### src/rtl/pipeline_stage_buffer.sv
// Elastic DEPTH-entry stage buffer with valid/ready on both sides, flush (discard)
// and squash (keep but neutralise through KILL_MASK).

module pipeline_stage_buffer_entry #(
  parameter int               WIDTH     = 32,
  parameter logic [WIDTH-1:0] KILL_MASK = '0
) (
  input  logic             clk,
  input  logic             rst_n,
  input  logic             wr_en,
  input  logic             kill,
  input  logic             in_invalid,
  input  logic [WIDTH-1:0] in_data,
  output logic             q_invalid,
  output logic [WIDTH-1:0] q_data
);
  // A write already carries the squash flag in in_invalid, so it wins over kill.
  always_ff @(posedge clk or negedge rst_n) begin
    if (!rst_n) begin
      q_invalid <= 1'b0;
      q_data    <= '0;
    end else if (wr_en) begin
      q_invalid <= in_invalid;
      q_data    <= in_invalid ? (in_data & ~KILL_MASK) : in_data;
    end else if (kill) begin
      q_invalid <= 1'b1;
      q_data    <= q_data & ~KILL_MASK;
    end
  end
endmodule

module pipeline_stage_buffer #(
  parameter int               WIDTH     = 32,
  parameter int               DEPTH     = 2,
  parameter logic [WIDTH-1:0] KILL_MASK = '0
) (
  input  logic                       clk,
  input  logic                       rst_n,
  input  logic                       flush,
  input  logic                       squash,
  input  logic                       in_valid,
  output logic                       in_ready,
  input  logic                       in_invalid,
  input  logic [WIDTH-1:0]           in_data,
  output logic                       out_valid,
  input  logic                       out_ready,
  output logic                       out_invalid,
  output logic [WIDTH-1:0]           out_data,
  output logic [$clog2(DEPTH+1)-1:0] count
);
  localparam int PW = (DEPTH > 1) ? $clog2(DEPTH) : 1;
  localparam int CW = $clog2(DEPTH+1);

  logic [PW-1:0]                 rd_ptr, wr_ptr;
  logic [CW-1:0]                 cnt;
  logic                          push, pop, in_kill;
  logic [DEPTH-1:0]              wr_en, kill, q_inv;
  logic [DEPTH-1:0][WIDTH-1:0]   q_data;

  // in_ready looks only at registered occupancy: no out_ready -> in_ready path.
  assign in_ready  = (cnt != CW'(DEPTH));
  assign out_valid = (cnt != '0);
  assign push      = in_valid && in_ready && !flush;
  assign pop       = out_valid && out_ready && !flush;
  assign in_kill   = in_invalid | squash;

  function automatic logic [PW-1:0] nxt(input logic [PW-1:0] p);
    return (p == PW'(DEPTH-1)) ? '0 : p + 1'b1;
  endfunction

  // Slot i is live when its distance from the head is below the occupancy.
  function automatic logic occupied(input int i);
    int off;
    off = (i + DEPTH - int'(rd_ptr)) % DEPTH;
    return off < int'(cnt);
  endfunction

  always_comb begin
    wr_en = '0;
    kill  = '0;
    for (int i = 0; i < DEPTH; i++) begin
      wr_en[i] = push && (wr_ptr == PW'(i));
      kill[i]  = squash && !flush && occupied(i) && !(pop && (rd_ptr == PW'(i)));
    end
  end

  always_ff @(posedge clk or negedge rst_n) begin
    if (!rst_n) begin
      rd_ptr <= '0;
      wr_ptr <= '0;
      cnt    <= '0;
    end else if (flush) begin
      rd_ptr <= '0;
      wr_ptr <= '0;
      cnt    <= '0;
    end else begin
      if (push) wr_ptr <= nxt(wr_ptr);
      if (pop)  rd_ptr <= nxt(rd_ptr);
      cnt <= cnt + CW'(push) - CW'(pop);
    end
  end

  for (genvar g = 0; g < DEPTH; g++) begin : g_ent
    pipeline_stage_buffer_entry #(.WIDTH(WIDTH), .KILL_MASK(KILL_MASK)) u_ent (
      .clk        (clk),
      .rst_n      (rst_n),
      .wr_en      (wr_en[g]),
      .kill       (kill[g]),
      .in_invalid (in_kill),
      .in_data    (in_data),
      .q_invalid  (q_inv[g]),
      .q_data     (q_data[g])
    );
  end

  assign out_data    = out_valid ? q_data[rd_ptr] : '0;
  assign out_invalid = out_valid ? q_inv[rd_ptr]  : 1'b0;
  assign count       = cnt;
endmodule

### config.mk
export PLATFORM = sky130hd
export DESIGN_NAME = pipeline_stage_buffer
export DESIGN_NICKNAME = d
export VERILOG_FILES = /design/src/rtl/pipeline_stage_buffer.sv
export SDC_FILE = /design/constraint.sdc
export NUM_CORES = 1
export LEC_CHECK = 0
export ABC_AREA = 1
export CORE_MARGIN = 1
export CORE_UTILIZATION = 50
export DETAILED_ROUTE_END_ITERATION = 6
export HOLD_SLACK_MARGIN = 0.08
export PLACE_DENSITY = 0.89
export SETUP_SLACK_MARGIN = 0.4
export SLEW_MARGIN = 5
export SYNTH_ARGS = -nofsm -noshare
export SYNTH_HDL_FRONTEND = slang
export SYNTH_SLANG_ARGS = --single-unit
### constraint.sdc
create_clock -name clk -period 1.65 [get_ports clk]
set_input_delay 0.2475 -clock clk [delete_from_list [all_inputs] [get_ports clk]]
set_output_delay 0.2475 -clock clk [all_outputs]
set_load 0.03 [all_outputs]
==> results of run 1 <==
## logic make-up after synthesis
kind of cell	synth area share, %
fa+ha+maj	0.750
compound gates	17.2
flops	52.5
xor+xnor	0.525
simple gates	18.6
buf+inv	10.4
## synth_stat cells
| master | n | area [um^2] |
|---|---|---|
| xor2_1 | 1 | 8.76 |
| nand2_2 | 1 | 6.26 |
| o21ai_2 | 15 | 131 |
| nand2_1 | 139 | 522 |
| nand3_2 | 1 | 10.0 |
| inv_1 | 39 | 146 |
| nand2_4 | 1 | 11.3 |
| nand4_4 | 1 | 21.3 |
| buf_6 | 12 | 135 |
| nand4_1 | 1 | 6.26 |
| dfrtp_1 | 70 | 1750 |
| a21oi_2 | 1 | 8.76 |
| clkbuf_2 | 1 | 5.00 |
| xnor2_1 | 1 | 8.76 |
| o21ai_1 | 35 | 175 |
| nor2_1 | 6 | 22.5 |
| inv_2 | 3 | 11.3 |
| nand3_1 | 2 | 10.0 |
| o21ai_0 | 16 | 80.1 |
| nor2b_1 | 1 | 6.26 |
| buf_2 | 6 | 30.0 |
| clkbuf_1 | 5 | 18.8 |
| ha_1 | 2 | 25.0 |
| a21oi_1 | 36 | 180 |
| or2_2 | 1 | 6.26 |
## per-stage QoR
step                      util [%]  instances  setup TNS (ps)  hold slack, ps  instance area [um^2]
after global placement        69.5        540               0             297                  4440
after CTS                     90.2        586           -1890             451                  5760
after detailed placement      69.5        540           -1140             307                  4440
after floorplan                  -        397               0           -48.1                  3620
## repair_timing
action,CTS
hold buffers,1
resized for setup,194
cloned,14
endpoints found under the hold margin,70
pin swaps,37
setup endpoints to repair,73
buffers inserted,15
==> flow_metrics.env, run 1 <==
export IMPL_yosysSeqAreaShare_pct=52.5
export IMPL_error="[ERROR DPL-0038] Utilization greater than 100%, impossible to legalize"
export IMPL_crit_endpoint="out_data[0]"
export IMPL_portBuffers=75
export IMPL_worstEndpointType="top-level output"
export IMPL_synth_net_count=438
export IMPL_start_util_pct=52.3
export IMPL_cts_path_max_buffers=2
export IMPL_yosys_warnings=0
export IMPL_pre_cts_ws_ps=-73.2
export IMPL_htreeDepth=3
export IMPL_grt_max_degree=71
export IMPL_synthDistinctLibCells=25
export IMPL_netlist_area_um2=3340
export IMPL_die_h_um=83.7
export IMPL_place_detailed_hpwl_um=5250
export IMPL_syn_avg_cell_area_um2=8.41
export IMPL_cts_made_buffers=9
export IMPL_pin_count=76
export IMPL_gp_routability_congestion=0.746
export IMPL_synth_cells=397
export IMPL_ctsRootBufferMaster="clkbuf_8"
export IMPL_synth_seq_cells=70
export IMPL_lastStage="5_1_grt"
export IMPL_clock_sinks=70
export IMPL_rows=29
export IMPL_die_w_um=83.7
export IMPL_status="did not finish"
==> inputs of run 2 (changes only) <==
- CORE_UTILIZATION: 50 -> 36
- HOLD_SLACK_MARGIN: 0.08 -> default
- PLACE_DENSITY: 0.89 -> default
- PLACE_DENSITY_LB_ADDON: default -> 0.15
- SETUP_SLACK_MARGIN: 0.4 -> default
==> flow_metrics.env, run 2 <==
export IMPL_synth_ff_type="dfrtp_1"
export IMPL_cts_path_max_buffers=2
export IMPL_synth_cells=397
export IMPL_worstSkewPairLatency_ps=350
export IMPL_largest_reg_flops=64
export IMPL_final_cell_mix="108 x nand2_1, 67 x dfrtp_1, 37 x clkdlybuf4s50_1, 36 x inv_1"
export IMPL_wl_um=8960
export IMPL_hold_path_class="input port to asynchronous set/reset pin"
export IMPL_regMostFlops="g_ent.u_ent.q_data"
export IMPL_drc=3
export IMPL_worst_slew_pin_slew_ps=463
export IMPL_ctsRootBufferMaster="clkbuf_8"
export IMPL_finClkSkew_ps=10.2
export IMPL_dr_wl_met2_um=4390
export IMPL_drtIter0Drc=120
export IMPL_yosysSeqAreaShare_pct=52.5
export IMPL_placedCellCount=572
export IMPL_die_w_um=98.3
export IMPL_rows=34
export IMPL_synth_seq_cells=70
export IMPL_power_density_nw_per_um2=1430
export IMPL_clock_sinks=70
export IMPL_crit_path_end_kind="primary output"
export IMPL_setup_slack_ps=-80.8
export IMPL_grt_pass1_wl_um=14400
export IMPL_ant_nets=0
export IMPL_cts_reportedPaths_clkPinSlew_ps=80
export IMPL_yosysMostFrequentCell="nand2_1"
export IMPL_maxCapViolations=0
export IMPL_dr_max_layer_used="met4"
export IMPL_path_max_fanout=7
export IMPL_die_h_um=98.3
export IMPL_area_growth_pct=57.8
export IMPL_grt_pass1_vias=2907
export IMPL_hold_violations=0
export IMPL_grt_usage_pct=19.3
export IMPL_rsz0062_at_grt="yes"
export IMPL_grt_antenna_before_repair=0
export IMPL_cts_made_buffers=9
export IMPL_grt_max_degree=42
export IMPL_setup_viol=32
export IMPL_status="complete, but fails checks"
export IMPL_grt_overflow_total=0
export IMPL_drv_slew=0
export IMPL_max_slew_margin_pct=69.1
export IMPL_drt_met1_wl_um=4070
export IMPL_first_pass_iters=6
export IMPL_via_count=2897
export IMPL_fin_cells=608
export IMPL_synthTopCellsByArea="dfrtp_1 52%, nand2_1 16%, a21oi_1 5.4%"
export IMPL_vias_per_cell=4.76
export IMPL_cp_required_ps=1400
export IMPL_fillers=822
export IMPL_synth_largest_area_cell="dfrtp_1"
export IMPL_max_clock_freq_mhz=578
export IMPL_htreeDepth=3
export IMPL_worstSetupPathType="register to primary output"
export IMPL_yosys_warnings=0
export IMPL_critPathLaunchType="register"
export IMPL_power_leakage_uw=0.00241
export IMPL_gp_routability_congestion=0.759
export IMPL_layout_worst_path_cycle_share_pct=105
export IMPL_arrival_ps=1480
export IMPL_start_util_pct=37.7
export IMPL_final_common_cell="nand2_1"
export IMPL_syn_avg_cell_area_um2=8.41
export IMPL_place_detailed_hpwl_um=4980
export IMPL_final_util_pct=59.5
export IMPL_synth_common_cells="139 x nand2_1, 70 x dfrtp_1, 39 x inv_1"
export IMPL_diodes=0
export IMPL_drive_above_1_share_pct=36.6
export IMPL_wl_per_cell_um=14.7
export IMPL_fin_crit_ps=1730
export IMPL_core_um2=8850
export IMPL_synthArstFlopShare_pct=100
export IMPL_violations="design-rule violations, negative setup slack"
export IMPL_pin_count=76
export IMPL_portBuffers=75
export IMPL_finalNetCount=536
export IMPL_synth_net_count=438
export IMPL_ir_drop_uv=561
export IMPL_synthDistinctLibCells=25
export IMPL_dieArea_um2=9660
export IMPL_synth_edf_count=0
export IMPL_netlist_area_um2=3340
export IMPL_cts_tree="yes"
export IMPL_dr_wl_met3_um=410
export IMPL_synth_top_area_share_pct=52.5
run 2: metal layers:
metal / track usage (%) / vias up
met1: 24.8 / 1372
li1: - / 1455
met4: 6.66 / 0
met2: 32.2 / 62
met3: 4.44 / 8
met5: 0 / -
run 2: power by group:
group          internal, uW  switching (uW)
Sequential             2310             374
Combinational          1580            1850
Clock                   781             669
Total                  4660            2890
run 2: kinds of logic after synthesis:
family,count (synthesis),synth area share (%)
AO/OA/AOI/OAI,103,17.2
XOR/XNOR,2,0.525
adder cells (fa/ha/maj),2,0.750
buffers and inverters,66,10.4
flip-flops,70,52.5
AND/OR/NAND/NOR,154,18.6
run 2: per-stage QoR:
step	total power [uW]	TNS [ps]	hold slack, ps	instance area, um^2	setup WS (ps)
global placement	5040	-54.1	233	4280	-36.0
detailed placement	5090	-195	241	4280	-101
finish	7560	-1690	394	5270	-80.8
global route	8030	-3710	420	5270	-149
floorplan	4280	0	-48.1	3460	38.5
CTS	7260	-2260	410	5030	-118
run 2: critical path, stage by stage (launching register included):
cell and delay [ps]:
dfrtp_2 410, inv_4 50, nand2_4 100, clkinv_8 100, clkbuf_16 190, a21oi_4 130, buf_6 150
run 2: path summary, 6_finish.rpt:
| check | startpoint | end | slack, ps | cells past startpoint |
|---|---|---|---|---|
| worst max register to register | count[1]$_DFF_PN0_ | count[1]$_DFF_PN0_ | 0 | 10 |
| worst min register to register | g_ent[1].u_ent.q_data[10]$_DFFE_PN0P_ | g_ent[1].u_ent.q_data[10]$_DFFE_PN0P_ | 480 | 2 |
| max in group asynchronous | rst_n | rd_ptr$_DFFE_PN0P_ | 670 | 3 |
| worst min-delay path | rst_n | g_ent[0].u_ent.q_invalid$_DFFE_PN0P_ | 390 | 2 |
| min in group clk | in_data[21] | g_ent[0].u_ent.q_data[21]$_DFFE_PN0P_ | 460 | 3 |
| worst max-delay path | count[0]$_DFF_PN0_ | out_data[18] | -80 | 6 |
run 2: area by class of cell:
type | count | area (um^2) | share of cell area [%]
multi-input cells | 261 | 1660 | 31.4
inverters | 42 | 178 | 3.37
well taps | 108 | 135 | 2.56
flip-flops and latches | 70 | 1760 | 33.3
repair buffers | 111 | 1340 | 25.4
clock inverters | 5 | 56.3 | 1.07
clock buffers | 11 | 151 | 2.87
run 2: what timing repair did:
item | CTS | global route
resized for setup | 81 | 53
setup buffers | 10 | 4
hold endpoints to repair | 32 | 0
endpoints found under the setup margin | 36 | 37
cloned | 6 | 2
hold buffers | 1 | 0
pin swaps | 11 | 21
No activity file was read; power rests on OpenSTA's default activity.
